===== config.mk =====
export PLATFORM = sky130hd
export DESIGN_NAME = seven_seg_scan_controller_flat
export DESIGN_NICKNAME = d
export VERILOG_FILES = /design/src/rtl/seven_seg_scan_controller_if.sv /design/src/rtl/seven_seg_scan_controller.sv /design/src/flat_wrapper.sv
export SDC_FILE = /design/constraint.sdc
export NUM_CORES = 1
export LEC_CHECK = 0
export ABC_AREA = 1
export BUFFER_PORTS_ARGS = -buffer_cell sky130_fd_sc_hd__buf_2
export CAP_MARGIN = 10
export CELL_PAD_IN_SITES_DETAIL_PLACEMENT = 1
export CELL_PAD_IN_SITES_GLOBAL_PLACEMENT = 2
export CORE_UTILIZATION = 30
export DETAILED_ROUTE_END_ITERATION = 6
export PLACE_DENSITY_LB_ADDON = 0.15
export SYNTH_ARGS = -nofsm -noshare
export SYNTH_HDL_FRONTEND = slang
export SYNTH_SLANG_ARGS = --single-unit
export TNS_END_PERCENT = 1

===== constraint.sdc =====
create_clock -name cmosClock -period 1.7 [get_ports cmosClock]
set_input_delay 0.34 -clock cmosClock [delete_from_list [all_inputs] [get_ports cmosClock]]
set_output_delay 0.34 -clock cmosClock [all_outputs]
set_load 0.02 [all_outputs]

===== src/rtl/seven_seg_scan_controller_if.sv =====
// Producer-to-display handshake for seven_seg_scan_controller.
// master = word producer (SD readout datapath), slave = scan controller.
interface seven_seg_scan_controller_if;
  logic [15:0] valueIn;
  logic [3:0]  dpIn;
  logic        valueValid;
  logic        valueReady;

  modport master (
    output valueIn,
    output dpIn,
    output valueValid,
    input  valueReady
  );

  modport slave (
    input  valueIn,
    input  dpIn,
    input  valueValid,
    output valueReady
  );
endinterface


===== src/rtl/seven_seg_scan_controller.sv =====
// Four-digit multiplexed seven-segment scan controller.
// Each digit slot lasts TICK_DIV cycles: BLANK_CYCLES of dead time (all anodes off),
// then the digit is driven. New words are buffered in a one-entry pending register and
// copied into the display word only when the scan wraps back into digit 0, so a frame
// never shows a mix of old and new nibbles. All outputs are registered and therefore
// trail the internal slot counter by one cycle.
// Optional feature macro: SEVEN_SEG_LEADING_ZERO_BLANK_EN (leading-zero suppression on
// digits 3..1; digit 0 always shown, decimal points still driven).
//
// state    | meaning
// ---------+------------------------------------------------------------
// ST_BLANK | slotCount < BLANK_CYCLES: anodes off, cathodes off
// ST_DRIVE | rest of the slot: anode[digit] low, cathodes show the glyph
module seven_seg_scan_controller #(
  parameter int TICK_DIV     = 100000,
  parameter int BLANK_CYCLES = 1000
) (
  input  logic                         cmosClock,
  input  logic                         reset,
  seven_seg_scan_controller_if.slave   value_if,
  output logic                         frameStart,
  output logic [3:0]                   sevenSegmentEnable,
  output logic [7:0]                   sevenSegmentData
);

  localparam int CW = (TICK_DIV > 2) ? $clog2(TICK_DIV) : 1;
  localparam logic [CW-1:0] SLOT_LAST  = CW'(TICK_DIV - 1);
  localparam logic [CW-1:0] BLANK_LAST = CW'(BLANK_CYCLES - 1);

  typedef enum logic {
    ST_BLANK = 1'b0,
    ST_DRIVE = 1'b1
  } state_t;

  // Segment pattern, active-high, {g,f,e,d,c,b,a}; b and d lowercase, 6/7/9 with tails.
  function automatic logic [6:0] hexseg(input logic [3:0] nib);
    logic [6:0] s;
    case (nib)
      4'h0: s = 7'h3F;
      4'h1: s = 7'h06;
      4'h2: s = 7'h5B;
      4'h3: s = 7'h4F;
      4'h4: s = 7'h66;
      4'h5: s = 7'h6D;
      4'h6: s = 7'h7D;
      4'h7: s = 7'h27;
      4'h8: s = 7'h7F;
      4'h9: s = 7'h6F;
      4'hA: s = 7'h77;
      4'hB: s = 7'h7C;
      4'hC: s = 7'h39;
      4'hD: s = 7'h5E;
      4'hE: s = 7'h79;
      default: s = 7'h71;
    endcase
    return s;
  endfunction

`ifdef SEVEN_SEG_LEADING_ZERO_BLANK_EN
  // True when digit d and every digit to its left hold zero; digit 0 is never suppressed.
  function automatic logic lead_zero(input logic [15:0] w, input logic [1:0] d);
    logic z;
    case (d)
      2'd3:    z = (w[15:12] == 4'h0);
      2'd2:    z = (w[15:8]  == 8'h00);
      2'd1:    z = (w[15:4]  == 12'h000);
      default: z = 1'b0;
    endcase
    return z;
  endfunction
`endif

  logic [CW-1:0] slot_q,       slot_d;
  logic [1:0]    digit_q,      digit_d;
  state_t        state_q,      state_d;
  logic [15:0]   disp_word_q,  disp_word_d;
  logic [3:0]    disp_dp_q,    disp_dp_d;
  logic [15:0]   pend_word_q,  pend_word_d;
  logic [3:0]    pend_dp_q,    pend_dp_d;
  logic          pend_full_q,  pend_full_d;
  logic          ready_q,      ready_d;
  logic          frame_start_q, frame_start_d;
  logic [3:0]    enable_q,     enable_d;
  logic [7:0]    data_q,       data_d;

  logic          slot_wrap;
  logic          accept;
  logic          commit;
  logic [3:0]    cur_nib;
  logic [6:0]    cur_seg;

  // Next-state logic: slot/digit sequencing, phase FSM, handshake, commit and output decode.
  always_comb begin
    slot_wrap   = (slot_q == SLOT_LAST);
    slot_d      = slot_wrap ? '0 : slot_q + CW'(1);
    digit_d     = slot_wrap ? digit_q + 2'd1 : digit_q;

    state_d = state_q;
    case (state_q)
      ST_BLANK: if (slot_q == BLANK_LAST) state_d = ST_DRIVE;
      ST_DRIVE: if (slot_wrap)            state_d = ST_BLANK;
      default:                            state_d = ST_BLANK;
    endcase

    // ready_q mirrors "pending empty", so accept and commit are mutually exclusive.
    accept = value_if.valueValid && ready_q;
    commit = slot_wrap && (digit_q == 2'd3) && pend_full_q;

    pend_word_d = pend_word_q;
    pend_dp_d   = pend_dp_q;
    pend_full_d = pend_full_q;
    disp_word_d = disp_word_q;
    disp_dp_d   = disp_dp_q;
    if (accept) begin
      pend_word_d = value_if.valueIn;
      pend_dp_d   = value_if.dpIn;
      pend_full_d = 1'b1;
    end else if (commit) begin
      disp_word_d = pend_word_q;
      disp_dp_d   = pend_dp_q;
      pend_full_d = 1'b0;
    end
    ready_d = ~pend_full_d;

    cur_nib = disp_word_q[{digit_q, 2'b00} +: 4];
    cur_seg = hexseg(cur_nib);
`ifdef SEVEN_SEG_LEADING_ZERO_BLANK_EN
    if (lead_zero(disp_word_q, digit_q)) cur_seg = 7'h00;
`endif

    if (state_q == ST_DRIVE) begin
      enable_d = ~(4'b0001 << digit_q);
      data_d   = ~{disp_dp_q[digit_q], cur_seg};
    end else begin
      enable_d = 4'b1111;
      data_d   = 8'hFF;
    end

    frame_start_d = (slot_q == '0) && (digit_q == 2'd0);
  end

  // State and output registers; synchronous reset restarts the scan at digit 0, slot 0.
  always_ff @(posedge cmosClock) begin
    if (reset) begin
      slot_q        <= '0;
      digit_q       <= 2'd0;
      state_q       <= ST_BLANK;
      disp_word_q   <= 16'h0000;
      disp_dp_q     <= 4'h0;
      pend_word_q   <= 16'h0000;
      pend_dp_q     <= 4'h0;
      pend_full_q   <= 1'b0;
      ready_q       <= 1'b1;
      frame_start_q <= 1'b0;
      enable_q      <= 4'b1111;
      data_q        <= 8'hFF;
    end else begin
      slot_q        <= slot_d;
      digit_q       <= digit_d;
      state_q       <= state_d;
      disp_word_q   <= disp_word_d;
      disp_dp_q     <= disp_dp_d;
      pend_word_q   <= pend_word_d;
      pend_dp_q     <= pend_dp_d;
      pend_full_q   <= pend_full_d;
      ready_q       <= ready_d;
      frame_start_q <= frame_start_d;
      enable_q      <= enable_d;
      data_q        <= data_d;
    end
  end

  assign value_if.valueReady = ready_q;
  assign frameStart          = frame_start_q;
  assign sevenSegmentEnable  = enable_q;
  assign sevenSegmentData    = data_q;

endmodule


===== src/flat_wrapper.sv =====
// flat-port wrapper written by rule: the top's interface ports become plain ports
module seven_seg_scan_controller_flat 
#(
  parameter int TICK_DIV     = 100000,
  parameter int BLANK_CYCLES = 1000
)
  (cmosClock, reset, frameStart, sevenSegmentEnable, sevenSegmentData, value_if_valueIn, value_if_dpIn, value_if_valueValid, value_if_valueReady);
  seven_seg_scan_controller_if value_if_i ();
  input  logic cmosClock;
  input  logic reset;
  output logic frameStart;
  output logic [3:0] sevenSegmentEnable;
  output logic [7:0] sevenSegmentData;
  input wire logic [$bits(value_if_i.valueIn)-1:0] value_if_valueIn;
  input wire logic [$bits(value_if_i.dpIn)-1:0] value_if_dpIn;
  input wire logic [$bits(value_if_i.valueValid)-1:0] value_if_valueValid;
  output wire logic [$bits(value_if_i.valueReady)-1:0] value_if_valueReady;
  assign value_if_i.valueIn = value_if_valueIn;
  assign value_if_i.dpIn = value_if_dpIn;
  assign value_if_i.valueValid = value_if_valueValid;
  assign value_if_valueReady = value_if_i.valueReady;
  seven_seg_scan_controller #(.TICK_DIV(TICK_DIV), .BLANK_CYCLES(BLANK_CYCLES)) u_core (.cmosClock(cmosClock), .reset(reset), .value_if(value_if_i), .frameStart(frameStart), .sevenSegmentEnable(sevenSegmentEnable), .sevenSegmentData(sevenSegmentData));
endmodule

== After elaboration in Yosys (flattened, before gate mapping) ==
Memory sizes are Yosys's and may differ from the RTL's.
Index checks and enable logic that the tools add are counted.

* $lt $le $gt $ge: 1
* $add $sub $neg: 2
* Shift-type cells: 2
* Muxes and demuxes: 7
* Reduce and logical (&&, ||, !) cells: 9
* Bitwise logic cells: 5
* Equality and inequality tests: 3

{| class="wikitable"
|+ Operators with widths
! kind !! number
|-
| $add A17 B1 Y17 const B || 1
|-
| $eq A17 B10 Y1 const B || 1
|-
| $eq A17 B17 Y1 const B || 1
|-
| $logic_not A17 Y1 || 1
|-
| $shiftx A16 B5 Y4 || 1
|-
| $not A8 Y8 || 1
|-
| $mux W1 || 5
|-
| $logic_and A1 B1 Y1 || 4
|-
| $not A4 Y4 || 1
|-
| $reduce_or A2 Y1 || 2
|-
| $shl A1 B2 Y4 const A || 1
|-
| $lt A2 B3 Y1 const B || 1
|-
| $not A1 Y1 || 3
|-
| $add A2 B1 Y2 const B || 1
|-
| $bmux W1 S2 || 1
|-
| $eq A2 B2 Y1 const B || 1
|-
| $logic_not A2 Y1 || 1
|-
| $pmux W1 S2 || 1
|-
| $reduce_and A2 Y1 || 1
|}

* Bits in read-only memories: 112
* Output and inout bits: 14
* Flip-flop bits (word level): 75
* Memories kept: 1

{| class="wikitable"
|+ Memory list
! name !! words !! bits a word !! rd ports !! clocked after Yosys merged registers in !! wr ports !! RTL line !! RTL
|-
| (no name shown) || 16 || 7 || 1 || 0 || 0 || seven_seg_scan_controller.sv:38 || <nowiki>case (nib)</nowiki>
|}

== Longest topological paths before layout ==
Gate-level depths: netlist of run 1.

* Word-level depth: 6
* Depth in mapped cells: 12

== Worst setup path after synthesis of run 1 ==
No wires, ideal clock.

* Path type: register to register
* From: register u_core.digit_q[0]
* To: register u_core.data_q[3] (netlist: u_core.sevenSegmentData[3])
* Arrival time: 1,555 ps
* Period minus slack after synthesis: 1,618 ps
* Setup time: 64 ps
* Data required time: 1,636 ps
* Buffers on the path: 1
* Cell stages (with the launch flop): 12
* Slack: 82 ps
* Cells stage by stage: dfxtp_1 > inv_1 > buf_2 > nor2_1 > nor2_1 > o21ai_0 > nand2_1 > inv_1 > ha_1 > o21ai_0 > nand2_1 > nand3_1

* Longest elaborated chain between the ends: 3

{| class="wikitable"
|+ Ends and longest elaborated chain
! item !! RTL line !! RTL
|-
| from (decl) || seven_seg_scan_controller.sv:74 || <nowiki>logic [1:0] digit_q, digit_d;</nowiki>
|-
| from (signal assigned) || seven_seg_scan_controller.sv:159 || <nowiki>digit_q <= digit_d;</nowiki>
|-
| $shiftx A16 B5 Y4 || seven_seg_scan_controller.sv:125 || <nowiki>cur_nib = disp_word_q[{digit_q, 2'b00} +: 4];</nowiki>
|-
| $mem_v2 Z16 W7 || -- ||
|-
| $not A8 Y8 || seven_seg_scan_controller.sv:133 || <nowiki>data_d = ~{disp_dp_q[digit_q], cur_seg};</nowiki>
|-
| to (signal assigned) || seven_seg_scan_controller.sv:169 || <nowiki>data_q <= data_d;</nowiki>
|-
| to (decl) || seven_seg_scan_controller.sv:84 || <nowiki>logic [7:0] data_q, data_d;</nowiki>
|}

No other way between the ends.
A chain may end at the register's enable or synchronous reset.

== Worst setup path after layout of run 1 ==
* From: register u_core.digit_q[0]
* To: register u_core.data_q[0] (netlist: u_core.sevenSegmentData[0])

The elaborated chain is that of the path after synthesis.

==> summary.md, run 1 <==
| Metric | Value |
|---|---|
| Status | `finished clean` |
| Clock Latency Late Sink | `0.34 ns` |
| RSZ-0062 raised after global routing | `true` |
| Max Root-Sink Buffers | `2` |
| Area growth, synth to finish | `20.2%` |
| TritonCTS clock tree | `done` |
| Crit path DAT | `1.78 ns` |
| Max-cap viol count | `0` |
| Final hold violation count | `0` |
| Simple-gate portion of the synthesized area | `31.5%` |
| Starting DRT DRC Count | `79` |
| Area share of fa/ha/maj cells after synthesis | `3.98%` |
| Largest net degree at the start of global routing | `43` |
| Congestion Overflow GR | `0` |
| Commonest cells after routing, fill and taps aside | `nand2_1 (74), dfxtp_1 (73), nor2_1 (68), inv_1 (45), buf_2 (36)` |
| Peak supply drop | `0.368 mV` |
| Final Skew | `0.00699 ns` |
| Pleak | `1.63 nW` |
| Sink Count | `75` |
| WHS | `0.280 ns` |
| Final wirelength | `8.59 mm` |
| Total GRT Usage | `16.0%` |
| I/O pins | `37` |
| Vias/cell | `4.71` |
| Nets | `539` |
| CTS Buf Count | `9` |
| Gpl congestion | `0.781` |
| Crit path max fanout | `12` |
| Yosys warns | `0` |
| Power Density | `915 mW/mm²` |
| Xor/xnor share of the synthesized area | `1.01%` |
| Yosys cell types | `33` |
| Layout cells sized above 1 | `18.6%` |
| Htree depth | `3` |
| Num rows | `38` |
| Crit share post-route | `92.3%` |
| Sequential fraction of the synthesis area | `43.4%` |
| Final std cells w/o fill | `650` |
| Critical path required time | `1.91 ns` |
| Via count | `3,062` |
| Type of origin of the critical path | `register` |
| CORE AREA | `0.0110 mm²` |
| Largest family of logic cells by synthesized area | `simple AND/OR/NAND/NOR gates` |
| Mux contribution to synthesized area | `0%` |
| Port Buffers | `36` |
| Critical path type | `register to register` |
| Fmax | `637 MHz` |
| Commonest non-fill, non-tap cell in the layout | `nand2_1` |
| First-pass GRT wire length | `14.4 mm` |
| Initial antenna violation count | `0` |
| Net Count, Synth | `496` |
| Final Slew Violations | `0` |
| Worst-path clk slew | `0.06 ns` |
| Final setup vio count | `0` |
| Gate Count Post-Synth | `462` |
| Slew margin rel. | `67.7%` |
| Mean Syn Cell Area | `7.48 µm²` |
| Seq cells post-synth | `75` |
| Dpl cells | `634` |
| Full die area | `0.0120 mm²` |
| Synthesized area | `0.00346 mm²` |
| Ant diodes | `0` |
| Antenna Nets Post-Route | `0` |
| Post-CTS Setup Inserts | `0` |
| HPWL after DPL | `6.45 mm` |
| DRT Pass-1 Iters | `4` |
| Worst Hold Class | `primary input to register` |
| Worst Tran Pin Value | `0.480 ns` |
| Starting density of the core | `31.3%` |
| Crit path time final | `1.57 ns` |
| DR DRC count | `0` |
| Routed WL per cell | `13.2 µm` |
| CTS root buf | `clkbuf_16` |
| Post-synthesis compound-gate area fraction | `10.7%` |
| Vias in the first global route | `3,022` |
| Die Span Y | `109 µm` |
| Worst Setup End Kind | `register` |
| Chip width | `109 µm` |
| Hold buffer count at CTS | `0` |
-- power by group --
group	total (W)	internal [W]	leakage, nW	switching, W
Clock	0.00177	0.00106	0.137	0.000704
Sequential	0.00183	0.00181	0.611	0.0000175
Combinational	0.000204	0.0000774	0.886	0.000127
-- cells in the mapped netlist --
cell / count / area [µm²]
nor3_2: 1 / 10.0
dfxtp_1: 75 / 1500
buf_6: 5 / 56.3
nor4b_1: 1 / 8.76
nand2_2: 1 / 6.26
nand4_1: 29 / 181
nor2_4: 3 / 33.8
nand3_2: 4 / 40.0
ha_1: 11 / 138
or2_2: 1 / 6.26
o22ai_1: 1 / 6.26
nor2_8: 1 / 20.0
nand2_4: 2 / 22.5
buf_2: 3 / 15.0
clkbuf_1: 13 / 48.8
nor2_2: 3 / 18.8
xor2_1: 4 / 35.0
nor3b_1: 1 / 7.51
o21ai_0: 34 / 170
o21ai_1: 1 / 5.00
nand2_1: 75 / 282
nor4_1: 3 / 18.8
a21oi_1: 35 / 175
nand4_4: 1 / 21.3
or2_0: 1 / 6.26
nor2_1: 68 / 255
buf_4: 1 / 7.51
inv_1: 46 / 173
inv_2: 5 / 18.8
o211ai_1: 2 / 15.0
nand3_1: 22 / 110
nor3_1: 8 / 40.0
clkinv_1: 1 / 3.75
-- routing by layer --
metal | vias up | global-route usage, % | share of wire [%]
met3 | 13 | 3.38 | 2.6
met4 | 0 | 8.48 | 2.3
met2 | 42 | 25.4 | 46
met5 | - | 0 | 0
li1 | 1598 | - | -
met1 | 1409 | 20.2 | 49
-- flip-flops by register name (all words and copies together) (netlist names) --
register and flops:
u_core.state_q 1, u_core.sevenSegmentEnable 4, u_core.pend_word_q 16, u_core.disp_dp_q 4, u_core.slot_q 17, u_core.frameStart 1, u_core.value_if.valueReady 1, u_core.disp_word_q 16
u_core.digit_q 2, u_core.pend_full_q 1, u_core.sevenSegmentData 8, u_core.pend_dp_q 4
-- cells by family (layout without fill, tap and decap cells) --
group           count (synthesis)  count (layout)
xor+xnor                        4               4
compound gates                 73              73
fa+ha+maj                      11              11
flops                          75              75
buf+inv                        74             122
simple gates                  225             225
-- through the flow --
step / util [%] / cell area (µm²) / setup slack (ns) / power, W / setup TNS, ns
floorplan: - / 3460 / 0.0816 / 0.00200 / 0
global placement: 35.1 / 3870 / 0.126 / 0.00207 / 0
detailed placement: 35.1 / 3870 / 0.0548 / 0.00207 / 0
CTS: 37.6 / 4140 / 0.0338 / 0.00387 / 0
global route: 37.7 / 4150 / -0.0173 / 0.00398 / -0.0173
finish: 37.7 / 4150 / 0.131 / 0.00380 / 0
-- worst paths after layout --
| kind | start | to | slack, ns | cells past startpoint |
|---|---|---|---|---|
| worst max-delay path | u_core.digit_q[0]$_SDFFE_PP0N_ | u_core.sevenSegmentData[0]$_SDFF_PP1_ | 0.13 | 10 |
| worst min-delay path | value_if_valueIn[8] | u_core.pend_word_q[8]$_SDFFE_PP0P_ | 0.28 | 3 |
| worst max register to register | u_core.digit_q[0]$_SDFFE_PP0N_ | u_core.sevenSegmentData[0]$_SDFF_PP1_ | 0.13 | 10 |
| worst min register to register | u_core.slot_q[0]$_SDFF_PP0_ | u_core.slot_q[0]$_SDFF_PP0_ | 0.45 | 1 |
-- critical path: stages, from the launching register on --
cell     delay [ns]
dfxtp_1        0.32
buf_4          0.17
nand2_1        0.06
nand3_1        0.10
nand2_2        0.14
inv_1          0.08
ha_1           0.21
nand2_1        0.11
o21ai_0        0.10
nand2_1        0.07
nand4_1        0.07
-- layout make-up --
| class | count | area (µm²) |
|---|---|---|
| Inverter | 52 | 195 |
| Sequential cell | 75 | 1500 |
| Clock buffer | 14 | 264 |
| Clock inverter | 2 | 10.0 |
| Fill cell | 1373 | 6880 |
| Multi-Input combinational cell | 313 | 1640 |
| Timing Repair Buffer | 54 | 365 |
| Tap cell | 140 | 175 |
-- what timing repair did --
item,4_1_cts,5_1_grt
hold endpoints to repair,0,0
resized for setup,0,8
endpoints found under the setup margin,0,16
Power figures use the tool's default switching activity.
==> inputs of run 2 (changes only) <==
--- a/config.mk
+++ b/config.mk
@@ -10,7 +10,8 @@
 export CAP_MARGIN = 10
 export CELL_PAD_IN_SITES_DETAIL_PLACEMENT = 1
 export CELL_PAD_IN_SITES_GLOBAL_PLACEMENT = 2
-export CORE_UTILIZATION = 30
+export CORE_UTILIZATION = 34
+export CTS_CLUSTER_DIAMETER = 200
 export DETAILED_ROUTE_END_ITERATION = 6
 export PLACE_DENSITY_LB_ADDON = 0.15
 export SYNTH_ARGS = -nofsm -noshare
==> constraint.sdc (replaced) <==
create_clock -name cmosClock -period 1.6 [get_ports cmosClock]
set_input_delay 0.32 -clock cmosClock [delete_from_list [all_inputs] [get_ports cmosClock]]
set_output_delay 0.32 -clock cmosClock [all_outputs]
set_load 0.02 [all_outputs]
==> run 2 against run 1 <==
Effect of this change: sequential cell count unchanged; global-route usage grew 2.4 points; utilization is 5.2 points higher; final cell count up 0.77%; die area shrank 12%; worst hold slack lost 0.040 ns; routed wire length grew 1.5%; final area increased by 1.2%; clock-buffer cell count shrank 5; critical path depth shrank 1; worst setup slack lost 0.043 ns; power fell by 5.8%.
==> summary.md, run 2 (synthesis gave the netlist of run 1 again) <==
| Metric | Value |
|---|---|
| Status | `finished clean (unchanged)` |
| Total GRT Usage | `18.4% (was 16.0%)` |
| First-pass GRT wire length | `14.8 mm (was 14.4 mm)` |
| Chip width | `103 µm (was 109 µm)` |
| Hold buffer count at CTS | `0 (unchanged)` |
| Die Span Y | `103 µm (was 109 µm)` |
| Max Root-Sink Buffers | `2 (unchanged)` |
| Antenna Nets Post-Route | `0 (unchanged)` |
| Power Density | `852 mW/mm² (was 915 mW/mm²)` |
| Worst Hold Class | `primary input to register (unchanged)` |
| Largest net degree at the start of global routing | `43 (unchanged)` |
| CTS Buf Count | `9 (unchanged)` |
| Peak supply drop | `0.570 mV (was 0.368 mV)` |
| Congestion Overflow GR | `0 (unchanged)` |
| Critical path required time | `1.89 ns (was 1.91 ns)` |
| Final wirelength | `8.72 mm (was 8.59 mm)` |
| Largest regs | `u_core.slot_q x17, u_core.disp_word_q x16, u_core.pend_word_q x16 (unchanged)` |
| Sink Count | `75 (unchanged)` |
| RSZ-0062 raised after global routing | `true (unchanged)` |
| Nets | `552 (was 539)` |
| CORE AREA | `0.00982 mm² (was 0.0110 mm²)` |
| R2R Setup Slk | `0.09 ns (was 0.13 ns)` |
| Worst-path clk slew | `0.08 ns (was 0.06 ns)` |
| Hold EP | `u_core.pend_full_q$_SDFF_PP0_ (was u_core.pend_word_q[8]$_SDFFE_PP0P_)` |
| Starting density of the core | `35.2% (was 31.3%)` |
| Post-Route Utilization | `42.8% (was 37.7%)` |
| TritonCTS clock tree | `done (unchanged)` |
| Final Slew Violations | `0 (unchanged)` |
| Worst Setup End Kind | `register (unchanged)` |
| Crit share post-route | `94.5% (was 92.3%)` |
| Fillers | `1,270 (was 1,373)` |
| Full die area | `0.0106 mm² (was 0.0120 mm²)` |
| Htree depth | `3 (unchanged)` |
| Pleak | `1.65 nW (was 1.63 nW)` |
| Gpl congestion | `0.789 (was 0.781)` |
| Hold_sp | `reset (was value_if_valueIn[8])` |
| Worst Tran Pin Value | `0.493 ns (was 0.480 ns)` |
| Commonest non-fill, non-tap cell in the layout | `dfxtp_1 (was nand2_1)` |
| Fmax | `661 MHz (was 637 MHz)` |
| Final hold violation count | `0 (unchanged)` |
| Reg area | `0.00151 mm² (was 0.00150 mm²)` |
| Slew margin rel. | `66.8% (was 67.7%)` |
| Ant diodes | `0 (unchanged)` |
| Type of origin of the critical path | `register (unchanged)` |
| Worst R2R End | `u_core.sevenSegmentData[3]$_SDFF_PP1_ (was u_core.sevenSegmentData[0]$_SDFF_PP1_)` |
| Vias/cell | `4.76 (was 4.71)` |
| Via count | `3,117 (was 3,062)` |
| DRT Pass-1 Iters | `4 (unchanged)` |
| HPWL after DPL | `6.53 mm (was 6.45 mm)` |
| R2R cell count | `9 (was 10)` |
| TNS Setup | `0 ns (unchanged)` |
| Crit path time final | `1.51 ns (was 1.57 ns)` |
| Clock Latency Late Sink | `0.35 ns (was 0.34 ns)` |
| Final setup vio count | `0 (unchanged)` |
| Footprint of the multi-input gates | `0.00168 mm² (was 0.00164 mm²)` |
| Vias in the first global route | `3,168 (was 3,022)` |
| Layout cells sized above 1 | `23.6% (was 18.6%)` |
| Num rows | `36 (was 38)` |
| Port Buffers | `36 (unchanged)` |
| I/O pins | `37 (unchanged)` |
| DR DRC count | `0 (unchanged)` |
| Crit path DAT | `1.81 ns (was 1.78 ns)` |
| R2R Path Start | `u_core.digit_q[1]$_SDFFE_PP0N_ (was u_core.digit_q[0]$_SDFFE_PP0N_)` |
| Critical path type | `register to register (unchanged)` |
| CTS root buf | `clkbuf_8 (was clkbuf_16)` |
| Commonest cells after routing, fill and taps aside | `dfxtp_1 (71), nand2_1 (70), nor2_1 (65), inv_1 (43), buf_2 (36) (was nand2_1 (74), dfxtp_1 (73), nor2_1 (68), inv_1 (45), buf_2 (36))` |
| Initial antenna violation count | `0 (unchanged)` |
| Area growth, synth to finish | `21.6% (was 20.2%)` |
| Max-cap viol count | `0 (unchanged)` |
| Routed WL per cell | `13.3 µm (was 13.2 µm)` |
| Final Skew | `0.0123 ns (was 0.00699 ns)` |
| Max reg flops | `17 (unchanged)` |
| Hold path depth | `2 (was 3)` |
| Starting DRT DRC Count | `79 (unchanged)` |
| Crit path max fanout | `6 (was 12)` |
| Top reg by flops | `u_core.slot_q (unchanged)` |
run 2: changes by cell type in the layout (fill, tap and decap cells not counted), moves of 4 or more:
cell | before | now
buf_4 | 14 | 26
clkbuf_16 | 9 | 0
clkbuf_8 | 2 | 9
nand2_1 | 74 | 70
run 2: timing repair:
| action | CTS | global route |
|---|---|---|
| pin swaps | 2 | 2 |
| buffers inserted | 0 | 4 |
| resized for setup | 8 | 22 |
| endpoints found under the setup margin | 5 | 33 |
run 2: area by class of cell:
| type | instances | area share, % |
|---|---|---|
| Sequential cell | 75 | 35.8 |
| Inverter | 52 | 4.76 |
| Multi-Input combinational cell | 313 | 40.1 |
| Clock inverter | 6 | 1.55 |
| Clock buffer | 9 | 2.95 |
| Timing Repair Buffer | 67 | 10.9 |
| Tap cell | 133 | 3.96 |
run 2: worst max path at each step:
stage,start,end,slack (ns)
global route,u_core.digit_q[0]$_SDFFE_PP0N_,u_core.sevenSegmentData[1]$_SDFF_PP1_,-0.04
detailed placement,u_core.digit_q[0]$_SDFFE_PP0N_,u_core.sevenSegmentData[3]$_SDFF_PP1_,-0.07
CTS,u_core.digit_q[0]$_SDFFE_PP0N_,u_core.sevenSegmentData[1]$_SDFF_PP1_,0.0008
floorplan,u_core.digit_q[0]$_SDFFE_PP0N_,u_core.sevenSegmentData[3]$_SDFF_PP1_,0.01
finish,u_core.digit_q[1]$_SDFFE_PP0N_,u_core.sevenSegmentData[3]$_SDFF_PP1_,0.09
global placement,u_core.digit_q[0]$_SDFFE_PP0N_,u_core.sevenSegmentData[0]$_SDFF_PP1_,0.05
run 2: where the power goes:
part           switching [W]  internal, W  total, W
clock network       0.000711     0.000714   0.00143
registers          0.0000207      0.00192   0.00194
logic               0.000135    0.0000798  0.000215
total               0.000867      0.00271   0.00358
run 2: per-layer routing:
| layer | global-route usage (%) | vias to the layer above | routed length (µm) | part of all wire, % |
|---|---|---|---|---|
| met5 | 0 | - | 0 | 0 |
| met4 | 8.23 | 0 | 218 | 2.5 |
| met3 | 4.54 | 18 | 271 | 3.1 |
| met2 | 31.8 | 54 | 4220 | 48 |
| met1 | 21.5 | 1421 | 4010 | 46 |
| li1 | - | 1624 | - | - |
run 2: critical path, cell delays in order (launching register included):
cell	delay, ns
dfxtp_2	0.37
inv_2	0.08
a21oi_1	0.11
o21ai_1	0.11
nand2_2	0.11
inv_2	0.06
ha_1	0.33
o21ai_2	0.13
nand2_1	0.07
nand3_1	0.08
run 2: through the flow:
stage / area, µm² / worst slack, ns / std cells / power [W] / hold WS (ns)
floorplan: 3460 / 0.0111 / 462 / 0.00212 / 0.401
global placement: 3920 / 0.0480 / 636 / 0.00219 / 0.440
detailed placement: 3920 / -0.0707 / 636 / 0.00220 / 0.453
CTS: 4120 / 0.000765 / 651 / 0.00365 / 0.221
global route: 4200 / -0.0362 / 655 / 0.00375 / 0.243
finish: 4200 / 0.0880 / 655 / 0.00358 / 0.240
